[src/rtl/tlul_arb_pkg.sv]
// Shared constants and types for the 2:1 TL-UL arbiter.
package tlul_arb_pkg;

    localparam logic [2:0] GET           = 3'd4;
    localparam logic [2:0] PUTFULL       = 3'd0;
    localparam logic [2:0] PUTPARTIAL    = 3'd1;
    localparam logic [2:0] ACCESSACK     = 3'd0;
    localparam logic [2:0] ACCESSACKDATA = 3'd1;

    typedef logic grant_t;

    localparam int unsigned DEFAULT_MAX     = 2;
    localparam int unsigned DEFAULT_TIMEOUT = 1024;

endpackage

[src/rtl/tlul_arb_txn_counter.sv]
// Per-master outstanding-transaction counter with underflow flag.
// Optional response watchdog under TLUL_ARB_TIMEOUT_EN.
module tlul_arb_txn_counter
    import tlul_arb_pkg::*;
#(
    parameter int unsigned CW  = 5,
    parameter int unsigned MAX = DEFAULT_MAX
`ifdef TLUL_ARB_TIMEOUT_EN
    ,
    parameter int unsigned TIMEOUT = DEFAULT_TIMEOUT
`endif
) (
    input  logic          clk_i,
    input  logic          rst_i,
    input  logic          a_hs_i,
    input  logic          d_hs_i,
    output logic [CW-1:0] cnt_o,
    output logic          full_o,
    output logic          err_o
`ifdef TLUL_ARB_TIMEOUT_EN
    ,
    output logic          timeout_o
`endif
);

    logic [CW-1:0] cnt_q, cnt_d;
    logic          err_q, err_d;

    // Simultaneous request and response cancel out; never wrap either way.
    always_comb begin
        cnt_d = cnt_q;
        err_d = err_q;
        if (d_hs_i && (cnt_q == '0)) begin
            err_d = 1'b1;
        end else if (a_hs_i && !d_hs_i && (cnt_q != CW'(MAX))) begin
            cnt_d = cnt_q + CW'(1);
        end else if (d_hs_i && !a_hs_i) begin
            cnt_d = cnt_q - CW'(1);
        end
    end

    always_ff @(posedge clk_i) begin
        if (rst_i) begin
            cnt_q <= '0;
            err_q <= 1'b0;
        end else begin
            cnt_q <= cnt_d;
            err_q <= err_d;
        end
    end

    assign cnt_o  = cnt_q;
    assign full_o = (cnt_q == CW'(MAX));
    assign err_o  = err_q;

`ifdef TLUL_ARB_TIMEOUT_EN
    localparam int unsigned WW = $clog2(TIMEOUT + 1);

    logic [WW-1:0] wd_q, wd_d;
    logic          to_q, to_d;

    // Watchdog idles while nothing is owed and restarts on each response.
    always_comb begin
        wd_d = wd_q;
        to_d = to_q | (wd_q == WW'(TIMEOUT));
        if (d_hs_i || (cnt_q == '0)) begin
            wd_d = '0;
        end else if (wd_q != WW'(TIMEOUT)) begin
            wd_d = wd_q + WW'(1);
        end
    end

    always_ff @(posedge clk_i) begin
        if (rst_i) begin
            wd_q <= '0;
            to_q <= 1'b0;
        end else begin
            wd_q <= wd_d;
            to_q <= to_d;
        end
    end

    assign timeout_o = to_q;
`endif

endmodule

[src/rtl/tlul_arbiter_2to1.sv]
// Two-master to one-slave TL-UL arbiter: round-robin A channel with stall lock,
// D channel routed by the top source bit. Optional watchdog: TLUL_ARB_TIMEOUT_EN.
module tlul_arbiter_2to1
    import tlul_arb_pkg::*;
#(
    parameter int unsigned AW  = 32,
    parameter int unsigned RS  = 4,
    parameter int unsigned MAX = DEFAULT_MAX
`ifdef TLUL_ARB_TIMEOUT_EN
    ,
    parameter int unsigned TIMEOUT = DEFAULT_TIMEOUT
`endif
) (
    input  logic          tilelink_clock_i,
    input  logic          tilelink_reset_i,

    input  logic [2:0]    m0_a_opcode,
    input  logic [2:0]    m0_a_param,
    input  logic [3:0]    m0_a_size,
    input  logic [RS-1:0] m0_a_source,
    input  logic [AW-1:0] m0_a_address,
    input  logic [3:0]    m0_a_mask,
    input  logic [31:0]   m0_a_data,
    input  logic          m0_a_corrupt,
    input  logic          m0_a_valid,
    output logic          m0_a_ready,
    output logic [2:0]    m0_d_opcode,
    output logic [1:0]    m0_d_param,
    output logic [3:0]    m0_d_size,
    output logic [RS-1:0] m0_d_source,
    output logic          m0_d_denied,
    output logic [31:0]   m0_d_data,
    output logic          m0_d_corrupt,
    output logic          m0_d_valid,
    input  logic          m0_d_ready,

    input  logic [2:0]    m1_a_opcode,
    input  logic [2:0]    m1_a_param,
    input  logic [3:0]    m1_a_size,
    input  logic [RS-1:0] m1_a_source,
    input  logic [AW-1:0] m1_a_address,
    input  logic [3:0]    m1_a_mask,
    input  logic [31:0]   m1_a_data,
    input  logic          m1_a_corrupt,
    input  logic          m1_a_valid,
    output logic          m1_a_ready,
    output logic [2:0]    m1_d_opcode,
    output logic [1:0]    m1_d_param,
    output logic [3:0]    m1_d_size,
    output logic [RS-1:0] m1_d_source,
    output logic          m1_d_denied,
    output logic [31:0]   m1_d_data,
    output logic          m1_d_corrupt,
    output logic          m1_d_valid,
    input  logic          m1_d_ready,

    output logic [2:0]    s_a_opcode,
    output logic [2:0]    s_a_param,
    output logic [3:0]    s_a_size,
    output logic [RS:0]   s_a_source,
    output logic [AW-1:0] s_a_address,
    output logic [3:0]    s_a_mask,
    output logic [31:0]   s_a_data,
    output logic          s_a_corrupt,
    output logic          s_a_valid,
    input  logic          s_a_ready,
    input  logic [2:0]    s_d_opcode,
    input  logic [1:0]    s_d_param,
    input  logic [3:0]    s_d_size,
    input  logic [RS:0]   s_d_source,
    input  logic          s_d_denied,
    input  logic [31:0]   s_d_data,
    input  logic          s_d_corrupt,
    input  logic          s_d_valid,
    output logic          s_d_ready,

    output logic [RS:0]   outstanding0_o,
    output logic [RS:0]   outstanding1_o,
    output logic          protocol_err_o
`ifdef TLUL_ARB_TIMEOUT_EN
    ,
    output logic          timeout_o
`endif
);

    logic   full0, full1, err0, err1;
    logic   elig0, elig1;
    logic   a_hs, d_idx, d_hs0, d_hs1;
    grant_t sel;
    grant_t lock_idx_q, lock_idx_d;
    grant_t rr_last_q, rr_last_d;
    logic   lock_q, lock_d;

    assign elig0 = m0_a_valid & ~full0;
    assign elig1 = m1_a_valid & ~full1;

    // A stalled request keeps its grant so the slave sees stable fields.
    always_comb begin
        sel = 1'b0;
        if (lock_q) begin
            sel = lock_idx_q;
        end else if (elig0 && elig1) begin
            sel = ~rr_last_q;
        end else if (elig1) begin
            sel = 1'b1;
        end
    end

    assign s_a_valid   = ~tilelink_reset_i & (sel ? elig1 : elig0);
    assign a_hs        = s_a_valid & s_a_ready;
    assign m0_a_ready  = a_hs & ~sel;
    assign m1_a_ready  = a_hs & sel;

    assign s_a_opcode  = sel ? m1_a_opcode  : m0_a_opcode;
    assign s_a_param   = sel ? m1_a_param   : m0_a_param;
    assign s_a_size    = sel ? m1_a_size    : m0_a_size;
    assign s_a_source  = {sel, (sel ? m1_a_source : m0_a_source)};
    assign s_a_address = sel ? m1_a_address : m0_a_address;
    assign s_a_mask    = sel ? m1_a_mask    : m0_a_mask;
    assign s_a_data    = sel ? m1_a_data    : m0_a_data;
    assign s_a_corrupt = sel ? m1_a_corrupt : m0_a_corrupt;

    always_comb begin
        lock_d     = lock_q;
        lock_idx_d = lock_idx_q;
        rr_last_d  = rr_last_q;
        if (a_hs) begin
            lock_d    = 1'b0;
            rr_last_d = sel;
        end else if (s_a_valid) begin
            lock_d     = 1'b1;
            lock_idx_d = sel;
        end
    end

    always_ff @(posedge tilelink_clock_i) begin
        if (tilelink_reset_i) begin
            lock_q     <= 1'b0;
            lock_idx_q <= 1'b0;
            rr_last_q  <= 1'b1;
        end else begin
            lock_q     <= lock_d;
            lock_idx_q <= lock_idx_d;
            rr_last_q  <= rr_last_d;
        end
    end

    // Response path is unbuffered; the top source bit names the master.
    assign d_idx        = s_d_source[RS];
    assign m0_d_valid   = ~tilelink_reset_i & s_d_valid & ~d_idx;
    assign m1_d_valid   = ~tilelink_reset_i & s_d_valid & d_idx;
    assign s_d_ready    = ~tilelink_reset_i & (d_idx ? m1_d_ready : m0_d_ready);
    assign d_hs0        = m0_d_valid & m0_d_ready;
    assign d_hs1        = m1_d_valid & m1_d_ready;

    assign m0_d_opcode  = s_d_opcode;
    assign m0_d_param   = s_d_param;
    assign m0_d_size    = s_d_size;
    assign m0_d_source  = s_d_source[RS-1:0];
    assign m0_d_denied  = s_d_denied;
    assign m0_d_data    = s_d_data;
    assign m0_d_corrupt = s_d_corrupt;
    assign m1_d_opcode  = s_d_opcode;
    assign m1_d_param   = s_d_param;
    assign m1_d_size    = s_d_size;
    assign m1_d_source  = s_d_source[RS-1:0];
    assign m1_d_denied  = s_d_denied;
    assign m1_d_data    = s_d_data;
    assign m1_d_corrupt = s_d_corrupt;

`ifdef TLUL_ARB_TIMEOUT_EN
    logic to0, to1;
`endif

    tlul_arb_txn_counter #(
        .CW(RS + 1), .MAX(MAX)
`ifdef TLUL_ARB_TIMEOUT_EN
        , .TIMEOUT(TIMEOUT)
`endif
    ) u_cnt0 (
        .clk_i(tilelink_clock_i), .rst_i(tilelink_reset_i),
        .a_hs_i(m0_a_ready), .d_hs_i(d_hs0),
        .cnt_o(outstanding0_o), .full_o(full0), .err_o(err0)
`ifdef TLUL_ARB_TIMEOUT_EN
        , .timeout_o(to0)
`endif
    );

    tlul_arb_txn_counter #(
        .CW(RS + 1), .MAX(MAX)
`ifdef TLUL_ARB_TIMEOUT_EN
        , .TIMEOUT(TIMEOUT)
`endif
    ) u_cnt1 (
        .clk_i(tilelink_clock_i), .rst_i(tilelink_reset_i),
        .a_hs_i(m1_a_ready), .d_hs_i(d_hs1),
        .cnt_o(outstanding1_o), .full_o(full1), .err_o(err1)
`ifdef TLUL_ARB_TIMEOUT_EN
        , .timeout_o(to1)
`endif
    );

    assign protocol_err_o = err0 | err1;
`ifdef TLUL_ARB_TIMEOUT_EN
    assign timeout_o = to0 | to1;
`endif

endmodule

[config.mk]
export PLATFORM = sky130hd
export DESIGN_NAME = tlul_arbiter_2to1
export DESIGN_NICKNAME = d
export VERILOG_FILES = /design/src/rtl/tlul_arb_pkg.sv /design/src/rtl/tlul_arb_txn_counter.sv /design/src/rtl/tlul_arbiter_2to1.sv
export SDC_FILE = /design/constraint.sdc
export NUM_CORES = 1
export LEC_CHECK = 0
export ABC_AREA = 1
export CAP_MARGIN = 20
export CORE_AREA = 2 2 164 166
export DETAILED_ROUTE_END_ITERATION = 12
export DIE_AREA = 0 0 166 168
export GPL_TIMING_DRIVEN = 0
export SLEW_MARGIN = 20
export SYNTH_ARGS = -nofsm -noshare
export SYNTH_HDL_FRONTEND = slang
export SYNTH_HIERARCHICAL = 1
export SYNTH_SLANG_ARGS = --single-unit
[constraint.sdc]
create_clock -name tilelink_clock_i -period 3.1 [get_ports tilelink_clock_i]
set_clock_uncertainty 0.05 [all_clocks]
set_input_delay 0.31 -clock tilelink_clock_i [delete_from_list [all_inputs] [get_ports tilelink_clock_i]]
set_output_delay 0.31 -clock tilelink_clock_i [all_outputs]
set_load 0.05 [all_outputs]
==> results of run 1 <==
==> tightest hold or removal path, cell delays in order, from the launching register on <==
cell,delay (ns)
dfxtp_1,0.32
nor2_1,0.04
nor2_1,0.07
==> stage by stage <==
stage | setup TNS (ns) | hold slack, ns | power [W] | util [%] | instances
after detailed placement | -1.210 | 0.4037 | 0.002404 | 27.21 | 1256
after global routing | -0.07461 | 0.4469 | 0.002736 | 27.71 | 1268
after floorplan | -0.01663 | 0.3133 | 0.001557 | - | 546
final | 0 | 0.4156 | 0.002597 | 27.73 | 1270
after global placement | -0.9886 | 0.3934 | 0.002399 | 27.21 | 1256
after CTS | 0 | 0.4168 | 0.002589 | 27.31 | 1260
==> sequential cells by signal, indices dropped and copies added, names as in the netlist <==
| register | count |
|---|---|
| u_cnt0/cnt_o | 5 |
| u_cnt1/cnt_o | 5 |
| lock_idx_q | 1 |
| lock_q | 1 |
| rr_last_q | 1 |
| u_cnt0/err_o | 1 |
| u_cnt1/err_o | 1 |
==> final timing paths <==
path / depth (start not counted) / end / from
worst min register to register: 2 / u_cnt0/err_o / u_cnt0/err_o
worst min-delay path: 2 / u_cnt0/err_o / u_cnt0/err_o
worst max register to register: 22 / u_cnt1/cnt_o[4] / u_cnt1/cnt_o[2]
worst max-delay path: 11 / s_a_address[0] / u_cnt1/cnt_o[2]
==> Yosys cell counts, drive strengths merged, types with 2 or more instances <==
cell type,instances
a21oi,9
nor2,36
buf,113
ha,6
o21ai,5
dfxtp,15
fa,2
inv,30
xnor2,2
nand2,301
o211ai,2
nand3,12
xor2,2
clkinv,2
nand4,2
nor3,4
==> timing repair <==
item | CTS | global route
buffers inserted | 0 | 7
endpoints found under the setup margin | 84 | 60
gates resized for setup | 86 | 68
gates cloned | 0 | 1
pin swaps | 1 | 1
==> cell type report <==
type / instances / area share, %
antenna: 2 / 0.06849
buffer: 113 / 11.71
clock buffer: 3 / 1.027
clock inverter: 1 / 0.06849
inverter: 32 / 1.798
multi-input combinational: 386 / 25.02
sequential: 15 / 4.521
tap: 341 / 5.839
timing repair buffer: 377 / 49.95
==> report_power, final <==
group | internal [W] | switching, W
clock | 0.000172 | 0.0000818
sequential | 0.000210 | 0.0000230
combinational | 0.000749 | 0.00136
total | 0.00113 | 0.00147
==> kinds of logic (layout without fill, tap and decap cells) <==
logic type | after synthesis | in the layout
XOR/XNOR | 4 | 4
flip-flops | 15 | 15
AND/OR/NAND/NOR | 358 | 358
buffers and inverters | 145 | 526
adder cells (fa/ha/maj) | 8 | 8
AO/OA/AOI/OAI | 16 | 16
other | 0 | 2
==> per-layer routing <==
metal	wire [um]	vias to the layer above	share of wire, %	global-route usage [%]
met5	0	-	0	0
met4	70	0	0.37	1.059
met3	1201	4	6.4	2.868
met2	9379	183	50	22.46
met1	8146	1993	43	15.57
li1	-	2314	-	-
==> results.cfg, run 1 <==
[yosys]
yosysTopAreaCellShare_pct = 37.01
netlist_area_sq_um = 2982
synthSimpleGateAreaFrac_pct = 48.01
synth-edff-count = 0
synth-seq-cells = 15
synth_flop_cell = dfxtp_1
syn_nets = 776
syn_avg_cell_area_sq_um = 5.461
synth-xor-area-share_pct = 1.175
ys_async_sr_fraction_pct = 0
netlist_instances = 546
synth_fa_ha_area_share_pct = 3.861
ys.warnings.count = 6
synth_compound_area_share_pct = 4.742
synthMuxAreaShare_pct = 0
synth_top_family_by_area = simple AND/OR/NAND/NOR gates
seq_area_frac_synth_pct = 10.07
ys_types = 31
synth_top_area_cell = nand2_1
synthTopCellsByArea = nand2_1 (37%), buf_4 (25%), dfxtp_1 (10%)

[finish]
ff_latch_area_sq_um = 330.3
final_area_sq_um = 7307
layout_commonest_cell = clkdlybuf4s50_1
multi_input_area_sq_um = 1828
syn2layout_area_growth_pct = 145.1
drive_above_1_share_pct = 22.76
fillerInstances = 2896
final_cell_mix = clkdlybuf4s50_1 (291), nand2_1 (290), buf_4 (107)
fin_nets = 1158

[critical_path]
cpPeakStageDelay_ns = 0.79
arrival_ns = 2.59
critical-path-top-delay-family = buffers and inverters
slowest_stage = clkdlybuf4s50_1
crit_path_end_kind = output pin
criticalPathCategory = register to output pin
cp-start-kind = register
path_max_fanout = 10
path_cells = nor2_4 -> nand2_2 -> nor2_1 -> clkinv_1 -> nand2_2 -> nor2_2 -> a21oi_4 -> buf_2 -> nand2_1 -> nand2_1 -> clkdlybuf4s50_1
path_buf_inv = 3
r2r_slack_ns = 0.20
cp.required_ns = 2.74

[drt]
drt_first_pass_iters = 4
wl_um = 18800
vias_per_cell = 3.539
wl_per_cell_um = 14.80
ant_nets = 0
num_vias = 4494
drc = 0
drt_iter0_drc = 163

[grt]
gr-total-overflow = 0
first_global_vias = 4442
grt_max_degree = 12
antenna_found_initial = 1
grtUsageTotal_pct = 12.42
grt_pass1_wl_um = 27110

[clock_network]
cts.sinks = 15
clk_latency_ns = 0.24
cts.clk_slew.worst_paths_ns = 0.05
cts_buffers = 3
cts.path.max_buffers = 2
cts_root_buf = clkbuf_16
htreeDepth = 1
cts_tree = done
cts_hold_buf = 0

[floorplan]
num_io_pins = 417
die_w_um = 166
std_cell_rows = 60
initial_core_util_pct = 11.32
dieArea_sq_um = 27890
die_h_um = 168
core_sq_um = 26350

[sta]
relSlewSlack_pct = 55.90
setup_viol = 0
worst_slew_pin_slew_ns = 0.6641
finalHoldViolations = 0
min_period_ns = 2.948
period_share_pct = 95.10
finalMaxSlewViolations = 0
worst_slack_ns = 0.1520
rsz0062_at_grt = yes
fmax_mhz = 339.2

[flow_run]
drv_cap = 0

[placed_design]
numPortBuffers = 369
pre_cts_ws_ns = -0.1823
place_area_sq_um = 7169
place_hpwl_um = 16210
gp_routability_congestion = 0.8182

[pwr]
vdd_drop_max_v = 0.0002315
p_leak_nw = 3.555
p_per_area_nw_per_um2 = 355.4

[status]
outcome = complete, no violations

[hold_path]
hp-class = register to register
Power figures use the tool's default switching activity.
==> run 2, diff against run 1 <==
--- a/config.mk
+++ b/config.mk
@@ -8,6 +8,7 @@
 export ABC_AREA = 1
 export CAP_MARGIN = 20
 export CORE_AREA = 2 2 164 166
+export CTS_CLUSTER_SIZE = 25
 export DETAILED_ROUTE_END_ITERATION = 12
 export DIE_AREA = 0 0 166 168
 export GPL_TIMING_DRIVEN = 0
==> results of run 2 <==
No change in the layout: final DEF, timing and power equal those of run 1.
